**src/rtl/ripple_count_monitor_if.sv**
```systemverilog
// Bus between the ripple down counter's raw outputs, the monitor, and its display/status consumers.
`timescale 1ns/1ps
interface ripple_count_monitor_if #(
    parameter int WRAP_W = 8
);
    logic [3:0]        cnt_in;
    logic              err_clr;
    logic [3:0]        cnt_q;
    logic              cnt_upd;
    logic              wrap_pulse;
    logic [WRAP_W-1:0] wrap_cnt;
    logic              err_skip;
    logic [6:0]        seg;
    logic [1:0]        an;

    modport master (
        output cnt_in, err_clr,
        input  cnt_q, cnt_upd, wrap_pulse, wrap_cnt, err_skip, seg, an
    );

    modport slave (
        input  cnt_in, err_clr,
        output cnt_q, cnt_upd, wrap_pulse, wrap_cnt, err_skip, seg, an
    );
endinterface

```
**src/rtl/ripple_count_monitor.sv**
```systemverilog
// Synchronises and debounces a glitchy ripple down counter, checks each accepted step,
// counts 0->15 wraps and scans the count / wrap count onto a 2-digit active-low 7-seg display.
`timescale 1ns/1ps
module ripple_count_monitor #(
    parameter int STABLE_CYC = 4,
    parameter int SCAN_DIV   = 16,
    parameter int WRAP_W     = 8
) (
    input  logic                 clk,
    input  logic                 rst_n,
    ripple_count_monitor_if.slave bus
);

    localparam int STAB_W = (STABLE_CYC > 1) ? $clog2(STABLE_CYC) : 1;
    localparam int SCAN_W = $clog2(SCAN_DIV);
    localparam logic [STAB_W-1:0] STAB_MAX = STAB_W'(STABLE_CYC - 1);
    localparam logic [SCAN_W-1:0] SCAN_MAX = SCAN_W'(SCAN_DIV - 1);

    logic [3:0]        sync1;
    logic [3:0]        sync2;
    logic [3:0]        cand;
    logic [STAB_W-1:0] stab;
    logic [SCAN_W-1:0] scan;
    logic              sel;

    logic [3:0]        cnt_r;
    logic              upd_r;
    logic              wrap_r;
    logic [WRAP_W-1:0] wrap_cnt_r;
    logic              err_r;
    logic [6:0]        seg_r;
    logic [1:0]        an_r;

    logic accept;
    logic step_ok;
    logic is_wrap;

    function automatic logic [6:0] hex7(input logic [3:0] v);
        logic [6:0] s;
        case (v)
            4'h0: s = 7'h40;
            4'h1: s = 7'h79;
            4'h2: s = 7'h24;
            4'h3: s = 7'h30;
            4'h4: s = 7'h19;
            4'h5: s = 7'h12;
            4'h6: s = 7'h02;
            4'h7: s = 7'h78;
            4'h8: s = 7'h00;
            4'h9: s = 7'h10;
            4'hA: s = 7'h08;
            4'hB: s = 7'h03;
            4'hC: s = 7'h46;
            4'hD: s = 7'h21;
            4'hE: s = 7'h06;
            default: s = 7'h0E;
        endcase
        return s;
    endfunction

    // A candidate is accepted only after it has survived the full stability window unchanged.
    assign accept  = (sync2 == cand) && (stab == STAB_MAX) && (cand != cnt_r);
    assign step_ok = (cand == cnt_r - 4'd1);
    assign is_wrap = accept && (cnt_r == 4'd0) && (cand == 4'd15);

    always_ff @(posedge clk or negedge rst_n) begin
        if (!rst_n) begin
            sync1      <= '0;
            sync2      <= '0;
            cand       <= '0;
            stab       <= '0;
            scan       <= '0;
            sel        <= 1'b0;
            cnt_r      <= '0;
            upd_r      <= 1'b0;
            wrap_r     <= 1'b0;
            wrap_cnt_r <= '0;
            err_r      <= 1'b0;
            seg_r      <= 7'h7F;
            an_r       <= 2'b11;
        end else begin
            sync1 <= bus.cnt_in;
            sync2 <= sync1;

            upd_r  <= 1'b0;
            wrap_r <= 1'b0;
            if (sync2 != cand) begin
                cand <= sync2;
                stab <= '0;
            end else if (stab != STAB_MAX) begin
                stab <= stab + 1'b1;
            end else if (accept) begin
                cnt_r <= cand;
                upd_r <= 1'b1;
            end

            if (is_wrap) begin
                wrap_r     <= 1'b1;
                wrap_cnt_r <= wrap_cnt_r + 1'b1;
            end

            // A skip detected in this cycle outranks a simultaneous clear request.
            if (accept && !step_ok) begin
                err_r <= 1'b1;
            end else if (bus.err_clr) begin
                err_r <= 1'b0;
            end

            if (scan == SCAN_MAX) begin
                scan <= '0;
                sel  <= ~sel;
            end else begin
                scan <= scan + 1'b1;
            end

            an_r  <= sel ? 2'b01 : 2'b10;
            seg_r <= hex7(sel ? wrap_cnt_r[3:0] : cnt_r);
        end
    end

    assign bus.cnt_q      = cnt_r;
    assign bus.cnt_upd    = upd_r;
    assign bus.wrap_pulse = wrap_r;
    assign bus.wrap_cnt   = wrap_cnt_r;
    assign bus.err_skip   = err_r;
    assign bus.seg        = seg_r;
    assign bus.an         = an_r;

endmodule
```
**src/flat_wrapper.sv**
```systemverilog
// flat-port wrapper written by rule: the top's interface ports become plain ports
module ripple_count_monitor_flat 
#(
    parameter int STABLE_CYC = 4,
    parameter int SCAN_DIV   = 16,
    parameter int WRAP_W     = 8
)
  (clk, rst_n, bus_cnt_in, bus_err_clr, bus_cnt_q, bus_cnt_upd, bus_wrap_pulse, bus_wrap_cnt, bus_err_skip, bus_seg, bus_an);
  ripple_count_monitor_if #(.WRAP_W(WRAP_W)) bus_i ();
  input  logic clk;
  input  logic rst_n;
  input wire logic [$bits(bus_i.cnt_in)-1:0] bus_cnt_in;
  input wire logic [$bits(bus_i.err_clr)-1:0] bus_err_clr;
  output wire logic [$bits(bus_i.cnt_q)-1:0] bus_cnt_q;
  output wire logic [$bits(bus_i.cnt_upd)-1:0] bus_cnt_upd;
  output wire logic [$bits(bus_i.wrap_pulse)-1:0] bus_wrap_pulse;
  output wire logic [$bits(bus_i.wrap_cnt)-1:0] bus_wrap_cnt;
  output wire logic [$bits(bus_i.err_skip)-1:0] bus_err_skip;
  output wire logic [$bits(bus_i.seg)-1:0] bus_seg;
  output wire logic [$bits(bus_i.an)-1:0] bus_an;
  assign bus_i.cnt_in = bus_cnt_in;
  assign bus_i.err_clr = bus_err_clr;
  assign bus_cnt_q = bus_i.cnt_q;
  assign bus_cnt_upd = bus_i.cnt_upd;
  assign bus_wrap_pulse = bus_i.wrap_pulse;
  assign bus_wrap_cnt = bus_i.wrap_cnt;
  assign bus_err_skip = bus_i.err_skip;
  assign bus_seg = bus_i.seg;
  assign bus_an = bus_i.an;
  ripple_count_monitor #(.STABLE_CYC(STABLE_CYC), .SCAN_DIV(SCAN_DIV), .WRAP_W(WRAP_W)) u_core (.clk(clk), .rst_n(rst_n), .bus(bus_i));
endmodule
```
**config.mk**
```make
export PLATFORM = sky130hd
export DESIGN_NAME = ripple_count_monitor_flat
export DESIGN_NICKNAME = d
export VERILOG_FILES = /design/src/rtl/ripple_count_monitor_if.sv /design/src/rtl/ripple_count_monitor.sv /design/src/flat_wrapper.sv
export SDC_FILE = /design/constraint.sdc
export NUM_CORES = 1
export LEC_CHECK = 0
export CORE_UTILIZATION = 40
export CTS_BUF_LIST = sky130_fd_sc_hd__clkbuf_4 sky130_fd_sc_hd__clkbuf_8
export CTS_CLUSTER_SIZE = 20
export DETAILED_ROUTE_END_ITERATION = 10
export SETUP_SLACK_MARGIN = 0.15
export SLEW_MARGIN = 20
export SYNTH_ARGS = -nofsm -noshare
export SYNTH_HDL_FRONTEND = slang
export SYNTH_SLANG_ARGS = --single-unit
```
**constraint.sdc**
```tcl
create_clock -name clk -period 1.9 [get_ports clk]
set_clock_uncertainty 0.2 [all_clocks]
set_input_delay 0.285 -clock clk [delete_from_list [all_inputs] [get_ports clk]]
set_output_delay 0.285 -clock clk [all_outputs]
set_load 0.01 [all_outputs]
```
-- Word level (Yosys, flattened, before mapping)
Memory sizes are Yosys's and may differ from the RTL's. A register that Yosys moved wholly into a read port is not among the register bits.
Index checks and enable logic that the tools add are counted.
Widths: inputs -> output; s select.
- flip-flop bits (word level): 36
- memory bits (read-only): 112
- input port bits: 7
- output and inout port bits: 24
- word-level logic and storage cells: 50
- memories: 1
- memory list (memory ; depth ; width ; rd ports ; clocked after Yosys merged registers in ; write ports ; RTL line ; RTL):
    (name not given) ; 16 ; 7 ; 1 ; 1 ; 0 ; ripple_count_monitor.sv:40 ; case (v)
- add/subtract/negate cells: 4
- equality and inequality tests: 8
- mux-type cells: 11
- bitwise logic cells: 3
- reduce and logical (&&, ||, !) cells: 11
- operators with widths (kind ; count):
    $add 8x1->8 const B ; 1
    $eq 4x4->1 ; 2
    $eq 4x4->1 const B ; 2
    $mux 4 ; 2
    $ne 4x4->1 ; 2
    $mux 1 ; 6
    $mux 2 ; 3
    $logic_and 1x1->1 ; 5
    $add 4x1->4 const B ; 1
    $logic_not 4->1 ; 1
    $reduce_bool 2->1 ; 2
    $sub 4x1->4 const B ; 1
    $not 1->1 ; 3
    $reduce_and 3->1 ; 1
    $add 2x1->2 const B ; 1
    $eq 2x2->1 const B ; 1
    $logic_not 1->1 ; 2
    $ne 2x2->1 const B ; 1

-- Depth between registers and ports, before layout
- word-level depth: 6
- depth in mapped cells: 9
- mapped depth without buffers: 8

-- Worst setup path before layout
OpenSTA, ideal clock, no wires.
- kind: register to register
- start point: register u_core.sel
- end point: register u_core.seg_r[2] (netlist: u_core.bus.seg[2])
- setup time: 0.079 ns
- arrival: 1.837 ns
- required time: 1.621 ns
- setup slack: -0.216 ns
- stages on the path, launching flop included: 8
- path buffers: 1
- period minus slack after synthesis: 2.116 ns
- path through: dfrtp_1 -> buf_2 -> nand2_1 -> a21boi_0 -> inv_1 -> ha_1 -> or3_1 -> o21ai_0
- longest elaborated chain between the ends: 1
- RTL lines (element ; RTL line ; RTL):
    start: declaration ; ripple_count_monitor.sv:24 ; logic sel;
    start signal: assignment ; ripple_count_monitor.sv:111 ; sel <= ~sel;
    $mux 4 ; ripple_count_monitor.sv:117 ; seg_r <= hex7(sel ? wrap_cnt_r[3:0] : cnt_r);
    end: declaration ; ripple_count_monitor.sv:31 ; logic [6:0] seg_r;
Every way passes these cells.
A chain may end at the register's enable or synchronous reset.

-- Worst setup path in the final report
- start point: register u_core.cand[0]
- end point: register u_core.cnt_r[3] (netlist: u_core.bus.cnt_q[3])
- longest elaborated chain between the ends: 4
- elaborated cells between the ends (all ways): 7
- those cells by class: 3 x eq/ne; 1 x bitwise; 3 x reduce/logical
- RTL lines (element ; RTL line ; RTL):
    start: declaration ; ripple_count_monitor.sv:21 ; logic [3:0] cand;
    start signal: assignment ; ripple_count_monitor.sv:88 ; cand <= sync2;
    $eq 4x4->1 ; ripple_count_monitor.sv:62 ; assign accept = (sync2 == cand) && (stab == STAB_MAX) && (cand != cnt_r);
    $logic_and 1x1->1 (2 in series) ; ripple_count_monitor.sv:62 ;
    $reduce_and 3->1 (no source line) * ; - ;
    end signal: assignment ; ripple_count_monitor.sv:93 ; cnt_r <= cand;
    end: declaration ; ripple_count_monitor.sv:26 ; logic [3:0] cnt_r;
Every way passes the cells marked *; elsewhere a longest branch is shown, timed or not.

==> results.yml <==
status:
  status: "complete, but fails checks"
  failed_checks: "design-rule violations"
timing:
  hold_viol: 0
  drv_slew: 0
  finalSetupViolCount: 0
  rsz0062_at_grt: "yes"
  holdWs_ns: 0.157
  max_slew_margin_pct: 71.8
  fmax_mhz: 541
  layout_min_cycle_time_ns: 1.85
  finalCritPeriodShare_pct: 97.3
  worst_pin_slew_ns: 0.423
yosys:
  synth_cell_types: 29
  syn_inst: 156
  synth_area_sq_um: 1920
  postSynthAreaPerCell_sq_um: 12.3
  yosysSeqAreaShare_pct: 56.7
  syn_nets: 174
  ys_warn_count: 0
  synth.ff_latch_count: 43
cells_and_area:
  syn2layout_area_growth_pct: 46.5
  layout_commonest_cell: "buf_4"
  regArea_sq_um: 1100
  final_layout_size_suffix_gt1_share_pct: 42.0
  fin_util_pct: 62.8
  layout_common_cells: "buf_4 (27), dfrtp_1 (25), clkdlybuf4s50_1 (13), dlygate4sd2_1 (12), nor2_1 (10)"
  n_antenna_cell: 0
  nets: 241
  fillers: 345
  multi_input_area_sq_um: 891
setup_path:
  worstRegToRegCells: 5
  cp_cell_sequence: "xnor2_2, nand4_2, buf_4, or2_4, mux2_2"
  crit_type: "register to register"
  critPathCaptureType: "register"
  r2r-end: "u_core.bus.cnt_q[3]"
  rrSetupSlack_ns: 0.05
  worst-endpoint-required_ns: 1.89
  critPathLaunchType: "register"
  crit_slowest_cell: "dfrtp_2"
  slowest_delay_ns: 0.48
  r2r-start: "u_core.cand[0]"
  cp_max_fo: 5
  critPathArrivalTime_ns: 1.84
pwr:
  peakVddDrop_mv: 0.514
  power.density_nw_per_um2: 574
  power.leakage_nw: 1.40
detailed_routing:
  drc: 4
  via_per_inst: 4.93
  dr.pass1.iters: 7
  drt-initial-drc-count: 72
  ant_nets: 0
  wl_per_cell_um: 15.0
  finalWirelength_um: 4150
  num_vias: 1360
grt:
  overflow: 0
  grt_max_degree: 28
  grt_pass1_vias: 1339
  grtUsageTotal_pct: 17.2
  grt_pass1_wl_um: 6500
  antenna_found_initial: 0
hold_path:
  min_path_cells: 0
  hold_class: "register to register"
  whs_endpoint: "u_core.sync2[1]"
  min_from: "u_core.sync1[1]"
die:
  core_area_sq_um: 4470
  die_y_um: 71.2
  die-width_um: 71.2
  die_area_sq_um: 5080
  row_count: 24
  io_pins: 31
  initial_core_util_pct: 42.9
placed_design:
  dp_hpwl_um: 2630
  place.gp.congestion: 0.908
  port_buffers: 30
job:
  maxCapViolations: 0
clock_tree:
  cts_tree: "built"
  htreeDepth: 2
  cts_buffer_depth: 2
  cts_inserted_buffers: 5
  clk_latency_ns: 0.30
  clkSlewWorstSetupHoldPaths_ns: 0.09
  clock_sinks: 43
  cts_root_buffer: "clkbuf_8"
==> what timing repair did <==
item                                    CTS  global route
endpoints found under the hold margin    13             0
hold buffers                              1             0
gates cloned                              0             0
setup buffers                            16            12
gates resized for setup                  25            26
endpoints found under the setup margin   37            25
pin swaps                                 6            18
==> worst max-delay path by stage <==
stage | start | to | slack [ns] | cells after the start
final | u_core.cand[0] | u_core.bus.cnt_q[3] | 0.05 | 5
after detailed placement | u_core.cand[2] | u_core.bus.wrap_cnt[6] | -0.007 | 5
after global placement | u_core.cand[3] | u_core.bus.wrap_cnt[7] | 0.01 | 5
after floorplan | u_core.cand[1] | u_core.bus.wrap_cnt[1] | 0.15 | 4
after CTS | u_core.bus.cnt_q[0] | u_core.bus.wrap_cnt[1] | 0.11 | 6
after global routing | u_core.cand[2] | u_core.bus.cnt_q[3] | 0.001 | 5
==> sequential cells by signal (all words and copies together) (netlist names), 2 cells and up <==
name                 cells
u_core.bus.an            2
u_core.bus.cnt_q         4
u_core.bus.seg           7
u_core.bus.wrap_cnt      8
u_core.cand              4
u_core.scan              4
u_core.stab              2
u_core.sync1             4
u_core.sync2             4
==> worst max-delay path, delay by kind of cell, from the launching register on <==
kind	cells	cell delay, ns
buf+inv	1	0.18
simple gates	2	0.42
mux	1	0.29
xor+xnor	1	0.16
flops	1	0.48
==> Yosys cell counts <==
library cell | instances | area [sq um]
dfrtp_1 | 34 | 851
xnor2_1 | 13 | 114
ha_1 | 11 | 138
nand2_1 | 11 | 41.3
nor2_1 | 10 | 37.5
dfstp_2 | 9 | 236
inv_1 | 8 | 30.0
xor2_1 | 8 | 70.1
mux2_2 | 7 | 78.8
nand4_1 | 6 | 37.5
clkbuf_1 | 5 | 18.8
o21ai_0 | 5 | 25.0
mux2i_1 | 4 | 40.0
and3_1 | 3 | 18.8
nand3_1 | 3 | 15.0
a21boi_0 | 2 | 15.0
a21oi_1 | 2 | 10.0
a22o_1 | 2 | 17.5
a31oi_1 | 2 | 12.5
a32o_1 | 2 | 20.0
a22oi_1 | 1 | 7.51
a31oi_4 | 1 | 21.3
buf_2 | 1 | 5.00
buf_6 | 1 | 11.3
nand4_2 | 1 | 12.5
nor3_1 | 1 | 5.00
nor3_4 | 1 | 16.3
or2_1 | 1 | 6.26
or3_1 | 1 | 6.26
==> metrics by stage <==
| step | cell area (sq um) | instances | TNS (ns) | setup WS, ns | total power, mW |
|---|---|---|---|---|---|
| after global routing | 2810 | 276 | 0 | 0.00119 | 1.68 |
| final | 2810 | 276 | 0 | 0.0522 | 1.61 |
| after floorplan | 1940 | 156 | 0 | 0.148 | 0.982 |
| after detailed placement | 2340 | 239 | -0.0148 | -0.00741 | 1.02 |
| after CTS | 2620 | 264 | 0 | 0.107 | 1.62 |
| after global placement | 2340 | 239 | 0 | 0.0137 | 1.02 |
==> logic make-up after synthesis <==
| logic type | count (synthesis) | synth area share, % |
|---|---|---|
| fa+ha+maj | 11 | 7.18 |
| xor+xnor | 21 | 9.59 |
| flops | 43 | 56.7 |
| compound gates | 17 | 6.72 |
| simple gates | 38 | 10.2 |
| mux | 11 | 6.20 |
| buf+inv | 15 | 3.39 |
==> cell type report <==
cell class                 instances  area share [%]
multi-input combinational         98            31.7
sequential                        43            39.1
clock inverter                     3           0.890
tap                               52            2.32
clock buffer                       5            2.45
inverter                           8            1.07
timing repair buffer              67            22.5
==> where the power goes <==
group	leakage, nW	total (mW)	internal, mW	switching (mW)
Sequential	0.519	0.943	0.930	0.0124
Clock	0.0443	0.592	0.263	0.329
Combinational	0.834	0.0794	0.0402	0.0392
==> routing by layer <==
| metal | global-route usage (%) | vias up | share of wire [%] |
|---|---|---|---|
| met4 | 6.89 | 0 | 1.7 |
| met2 | 28.3 | 29 | 50 |
| met5 | 0 | - | 0 |
| li1 | - | 658 | - |
| met1 | 22.0 | 664 | 45 |
| met3 | 4.22 | 9 | 3.1 |
No activity file was read; power rests on OpenSTA's default activity.
==> RTL change 1, RTL diff (same flow settings) <==
`STABLE_CYC` is set to 4 in 2 places; all go to 2.
--- a/src/rtl/ripple_count_monitor.sv
+++ b/src/rtl/ripple_count_monitor.sv
@@ -2,7 +2,7 @@
 // counts 0->15 wraps and scans the count / wrap count onto a 2-digit active-low 7-seg display.
 `timescale 1ns/1ps
 module ripple_count_monitor #(
-    parameter int STABLE_CYC = 4,
+    parameter int STABLE_CYC = 2,
     parameter int SCAN_DIV   = 16,
     parameter int WRAP_W     = 8
 ) (
--- a/src/flat_wrapper.sv
+++ b/src/flat_wrapper.sv
@@ -1,7 +1,7 @@
 // flat-port wrapper written by rule: the top's interface ports become plain ports
 module ripple_count_monitor_flat 
 #(
-    parameter int STABLE_CYC = 4,
+    parameter int STABLE_CYC = 2,
     parameter int SCAN_DIV   = 16,
     parameter int WRAP_W     = 8
 )
Behaviour: not the same (a bounded check fails within 10 cycles, from zero or initial values and one cycle with rst_n low).
==> RTL change 1 against the unedited design <==
- worst setup slack worse by 0.057 ns
- worst hold slack got worse by 0.0012 ns
- non-clock buffer count rose by 9
- routed wire length fell by 1.5%
- cell area up 2.2%
- die area fell by 1.9%
- the flow finishes with violations (design-rule violations, negative setup slack)
- synthesized area shrank 2.0%
- sequential cell count fell by 1
Power is not compared: it rests on default switching activity, and its combinational part moved more than twofold at a synthesized area within 25%.
==> RTL change 1: results (changes against the unedited design) <==
Finish
  • Fraction of final layout cells with drive strength greater than 1: 48.2% (+6.3 points)
  • Count of placed standard cells in the final layout, fillers left out: 278 (+0.72%)
  • Post-route design area: 2870 um2 (+2.2%)
  • Area of combinational cells with multiple inputs: 956 um2 (+7.3%)

Status
  • Result of the run: complete, but fails checks
  • Violated checks: design-rule violations, negative setup slack

Yosys
  • Total nets after synthesis: 166 (-4.6%)
  • Number of unique standard cell types used by synthesis: 35 (+21%)
  • Sequential fraction of the synthesis area: 56.5% (-0.20 points)
  • Area share of xor/xnor cells in the synthesized design: 9.31% (-0.27 points)
  • Average footprint of a synthesized cell: 12.6 um2 (+2.6%)
  • Area contributors post-synth: sky130_fd_sc_hd__dfrtp_1 44%, sky130_fd_sc_hd__dfstp_2 13%, sky130_fd_sc_hd__xnor2_1 7.0%
  • Post-Synth Adder-Cell Area: 6.65% (-0.52 points)

Detailed routing
  • DR DRC count: 4 (unchanged)
  • Met1 Wirelength: 1500 um (-19%)
  • Post-DR vias/cell: 5.03 (+2.1%)
  • Per-cell routed wire length: 14.7 um (-2.2%)
  • Sum of met3 wire segment lengths after detailed routing: 112 um (-12%)

STA
  • Number of setup violations in the final report: 1 (+1)
  • Worst Tran Pin Value: 0.513 ns (+0.0899 ns)
  • Final worst slack: -0.00491 ns (-0.0571 ns)
  • Post-route worst hold slack: 0.156 ns (-0.00118 ns)

Min path
  • Start point of the worst min-delay path: u_core.sync1[3]$_DFF_PN0_
  • Hold endpoint: u_core.sync2[3]$_DFF_PN0_

Clock tree
  • Clock sinks: 42 (-2.3%)
  • Setup Fix Bufs, Post-CTS: 14 (-2)

Setup path
  • Delay of the slowest cell on the worst path: 0.41 ns (-0.07 ns)
  • Reg2reg path depth: 6 (+1)
  • Arrival time at the worst endpoint: 1.89 ns (+0.05 ns)

Placement
  • Placer congestion estimate: 0.802 (-12%)

Global routing
  • Maximum number of pins on one net before global-route repair: 43 (+54%)
  • GRT met2 Usage: 31.3% (+3.0 points)
RTL change 1: changes by cell type after synthesis, moves of 2 or more:
| cell | delta |
|---|---|
| sky130_fd_sc_hd__xnor2_1 | +2 |
| sky130_fd_sc_hd__o22ai_1 | +3 |
| sky130_fd_sc_hd__nand3_1 | +2 |
| sky130_fd_sc_hd__nor4_1 | +2 |
| sky130_fd_sc_hd__nand2_1 | -7 |
| sky130_fd_sc_hd__mux2_4 | +4 |
| sky130_fd_sc_hd__a21oi_1 | +2 |
| sky130_fd_sc_hd__mux2_2 | -7 |
| sky130_fd_sc_hd__a22o_1 | -2 |
| sky130_fd_sc_hd__nor2_1 | -6 |
| sky130_fd_sc_hd__xor2_1 | -3 |
| sky130_fd_sc_hd__a32o_1 | -2 |
RTL change 1: per-stage QoR:
step | setup TNS, ns | power (mW)
final | -0.00491 | 1.82
after global routing | -0.232 | 1.90
after CTS | 0 | 1.80
after detailed placement | -0.197 | 1.23
after global placement | 0 | 1.22
after floorplan | -0.131 | 1.11
==> RTL change 2, RTL diff (same settings) <==
Made on the original files. Make the reset (`rst_n`) synchronous in one clocked block.
--- a/src/rtl/ripple_count_monitor.sv
+++ b/src/rtl/ripple_count_monitor.sv
@@ -63,7 +63,7 @@
     assign step_ok = (cand == cnt_r - 4'd1);
     assign is_wrap = accept && (cnt_r == 4'd0) && (cand == 4'd15);
 
-    always_ff @(posedge clk or negedge rst_n) begin
+    always_ff @(posedge clk) begin
         if (!rst_n) begin
             sync1      <= '0;
             sync2      <= '0;
Formal check against the unedited RTL: differs if rst_n is asserted again (counterexample within 4 cycles, from zero or initial values and one cycle with rst_n low); with rst_n held inactive, the same outputs for 10 cycles.
==> RTL change 2 against the unedited design <==
- largest power group unchanged
- cell area up 5.8%
- critical path type unchanged
- power up 20%
- worst setup slack better by 0.012 ns
- non-clock buffer count down 5
- critical endpoint is now u_core.bus.wrap_cnt[0]$_SDFFE_PN0P_
- synthesized cell count up 33%
- routed wire length up 4.1%
- synthesized area up 3.5%
- sequential cell count unchanged
- sequential share of layout area down 9.3 points
==> RTL change 2: results (changes against the unedited design) <==
Status
  • Result of the run: completed

Yosys
  • Area contributors post-synth: sky130_fd_sc_hd__dfxtp_1 43%, sky130_fd_sc_hd__ha_1 6.9%, sky130_fd_sc_hd__mux2i_1 5.5%
  • Proportion of register bits with asynchronous set or reset after synthesis: 0% (-100 points)
  • Sequential fraction of the synthesis area: 43.4% (-13 points)
  • Top cell types by occurrence after synthesis: 43 x sky130_fd_sc_hd__dfxtp_1, 18 x sky130_fd_sc_hd__nand2_1, 13 x sky130_fd_sc_hd__and2_1
  • Post-Syn Instances: 208 (+33%)
  • Number of unique standard cell types used by synthesis: 40 (+38%)
  • Total nets after synthesis: 226 (+30%)

Global routing
  • Global-route wire length before repair: 6890 um (+6.0%)
  • Total global-route track usage: 17.2% (-0.030 points)
  • Maximum number of pins on one net before global-route repair: 20 (-29%)
  • Met3 Resource Use GR: 3.75% (-0.47 points)
  • Number of global-route vias before repair: 1,430 (+6.8%)
  • Met1 global-route usage: 22.4% (+0.41 points)
  • GRT met2 Usage: 27.4% (-0.84 points)

Setup path
  • Start of the worst register-to-register path: u_core.bus.cnt_q[1]$_SDFFE_PN0P_
  • Largest fanout on the critical path: 11 (+6)
  • Capture point of the worst reg-to-reg path: u_core.bus.wrap_cnt[0]$_SDFFE_PN0P_
  • Reg2reg path depth: 7 (+2)
  • Arrival time at the worst endpoint: 1.88 ns (+0.04 ns)

Detailed routing
  • Post-DR vias/cell: 4.90 (-0.66%)
  • First drt pass iteration count: 4 (-3)
  • Routed length on met2: 2060 um (-1.1%)
  • Met1 Wirelength: 2050 um (+10%)
  • Sum of met3 wire segment lengths after detailed routing: 133 um (+4.7%)
  • Total number of vias: 1,635 (+20%)
  • Initial drt markers: 55 (-24%)
  • Total detailed-routing wirelength: 4320 um (+4.1%)
  • Highest metal layer with signal wires: met4

Finish
  • Area of combinational cells with multiple inputs: 1250 um2 (+41%)
  • # fillers: 412 (+19%)
  • Layout net count: 284 (+18%)
  • Fraction of final layout cells with drive strength greater than 1: 31.5% (-11 points)

Min path
  • Start point of the worst min-delay path: u_core.sync1[0]$_SDFF_PN0_
  • Cell depth of the worst min-delay path: 1 (+1)
  • Hold endpoint: u_core.sync2[0]$_SDFF_PN0_

Clock tree
  • Setup Fix Bufs, Post-CTS: 4 (-12)
  • CTS resizes: 23 (-8.0%)

STA
  • Worst Tran Pin Value: 0.329 ns (-0.0946 ns)
  • Post-route worst hold slack: 0.237 ns (+0.0803 ns)

Placement
  • Area after detailed placement: 2590 um2 (+11%)
  • Placer congestion estimate: 0.851 (-6.3%)
  • Detailed placement HPWL: 2980 um (+13%)
  • DP Cell Count: 320 (+34%)
  • Pre-CTS setup slack: -0.0313 ns (-0.0239 ns)

Power and ir drop
  • Cell leakage power: 1.21 nW (-14%)
  • Net switching power of the design: 0.417 mW (+9.4%)
  • Worst vdd ir: 0.637 mV (+24%)
==> RTL change 2: changes by cell type in the layout (fill, tap and decap cells not counted), moves of 7 or more <==
cell,unedited run,this run
sky130_fd_sc_hd__dfxtp_1,0,30
sky130_fd_sc_hd__dlygate4sd2_1,12,2
sky130_fd_sc_hd__and2_1,0,13
sky130_fd_sc_hd__nand2b_1,0,8
sky130_fd_sc_hd__nand2_1,9,18
sky130_fd_sc_hd__dfrtp_2,9,0
sky130_fd_sc_hd__clkdlybuf4s50_1,13,24
sky130_fd_sc_hd__mux2i_1,2,11
sky130_fd_sc_hd__o21ai_1,0,7
sky130_fd_sc_hd__dfxtp_2,0,9
sky130_fd_sc_hd__dfrtp_1,25,0
sky130_fd_sc_hd__dfstp_2,9,0
==> RTL change 2: worst max-delay path: stages (launching register included) <==
cell                       delay (ns)
sky130_fd_sc_hd__dfxtp_4         0.37
sky130_fd_sc_hd__inv_2           0.06
sky130_fd_sc_hd__ha_1            0.12
sky130_fd_sc_hd__nor4bb_1        0.19
sky130_fd_sc_hd__nand4_1         0.14
sky130_fd_sc_hd__buf_6           0.17
sky130_fd_sc_hd__or4_4           0.42
sky130_fd_sc_hd__a21oi_2         0.12
==> RTL change 2: area by class of cell <==
cell class / instances / share of cell area, %
clock inverter: 3 / 2.27
tap: 67 / 2.82
timing repair buffer: 62 / 19.6
multi-input combinational: 147 / 42.2
clock buffer: 5 / 2.31
sequential: 43 / 29.8
inverter: 7 / 0.968
==> RTL change 2: worst max path at each step <==
stage | end | slack, ns
after CTS | u_core.bus.wrap_cnt[0]$_SDFFE_PN0P_ | 0.06
after global routing | u_core.bus.wrap_cnt[0]$_SDFFE_PN0P_ | -0.05
final | u_core.bus.wrap_cnt[0]$_SDFFE_PN0P_ | 0.06
after global placement | u_core.bus.wrap_cnt[7]$_SDFFE_PN0P_ | 0.01
after floorplan | u_core.bus.wrap_cnt[7]$_SDFFE_PN0P_ | 0.04
after detailed placement | u_core.bus.wrap_cnt[7]$_SDFFE_PN0P_ | -0.03
==> RTL change 2: cells by family (layout without fill, tap and decap cells) <==
| family | after synthesis | count (layout) | share of synthesized area, % |
|---|---|---|---|
| compound gates | 33 | 33 | 11.7 |
| mux | 12 | 12 | 6.11 |
| xor+xnor | 14 | 14 | 7.31 |
| flops | 43 | 43 | 43.4 |
| fa+ha+maj | 11 | 11 | 6.93 |
| simple gates | 77 | 77 | 20.8 |
| buf+inv | 18 | 77 | 3.84 |
==> RTL change 2: power by group through the flow <==
stage          Sequential, mW  Clock, mW  Combinational (mW)
4_1_cts                 0.942      0.867               0.139
3_5_place_dp            0.964          0               0.136
5_1_grt                 0.943      0.906               0.159
6_report                0.939      0.851               0.143
2_1_floorplan           0.965          0              0.0813
3_3_place_gp            0.963          0               0.134
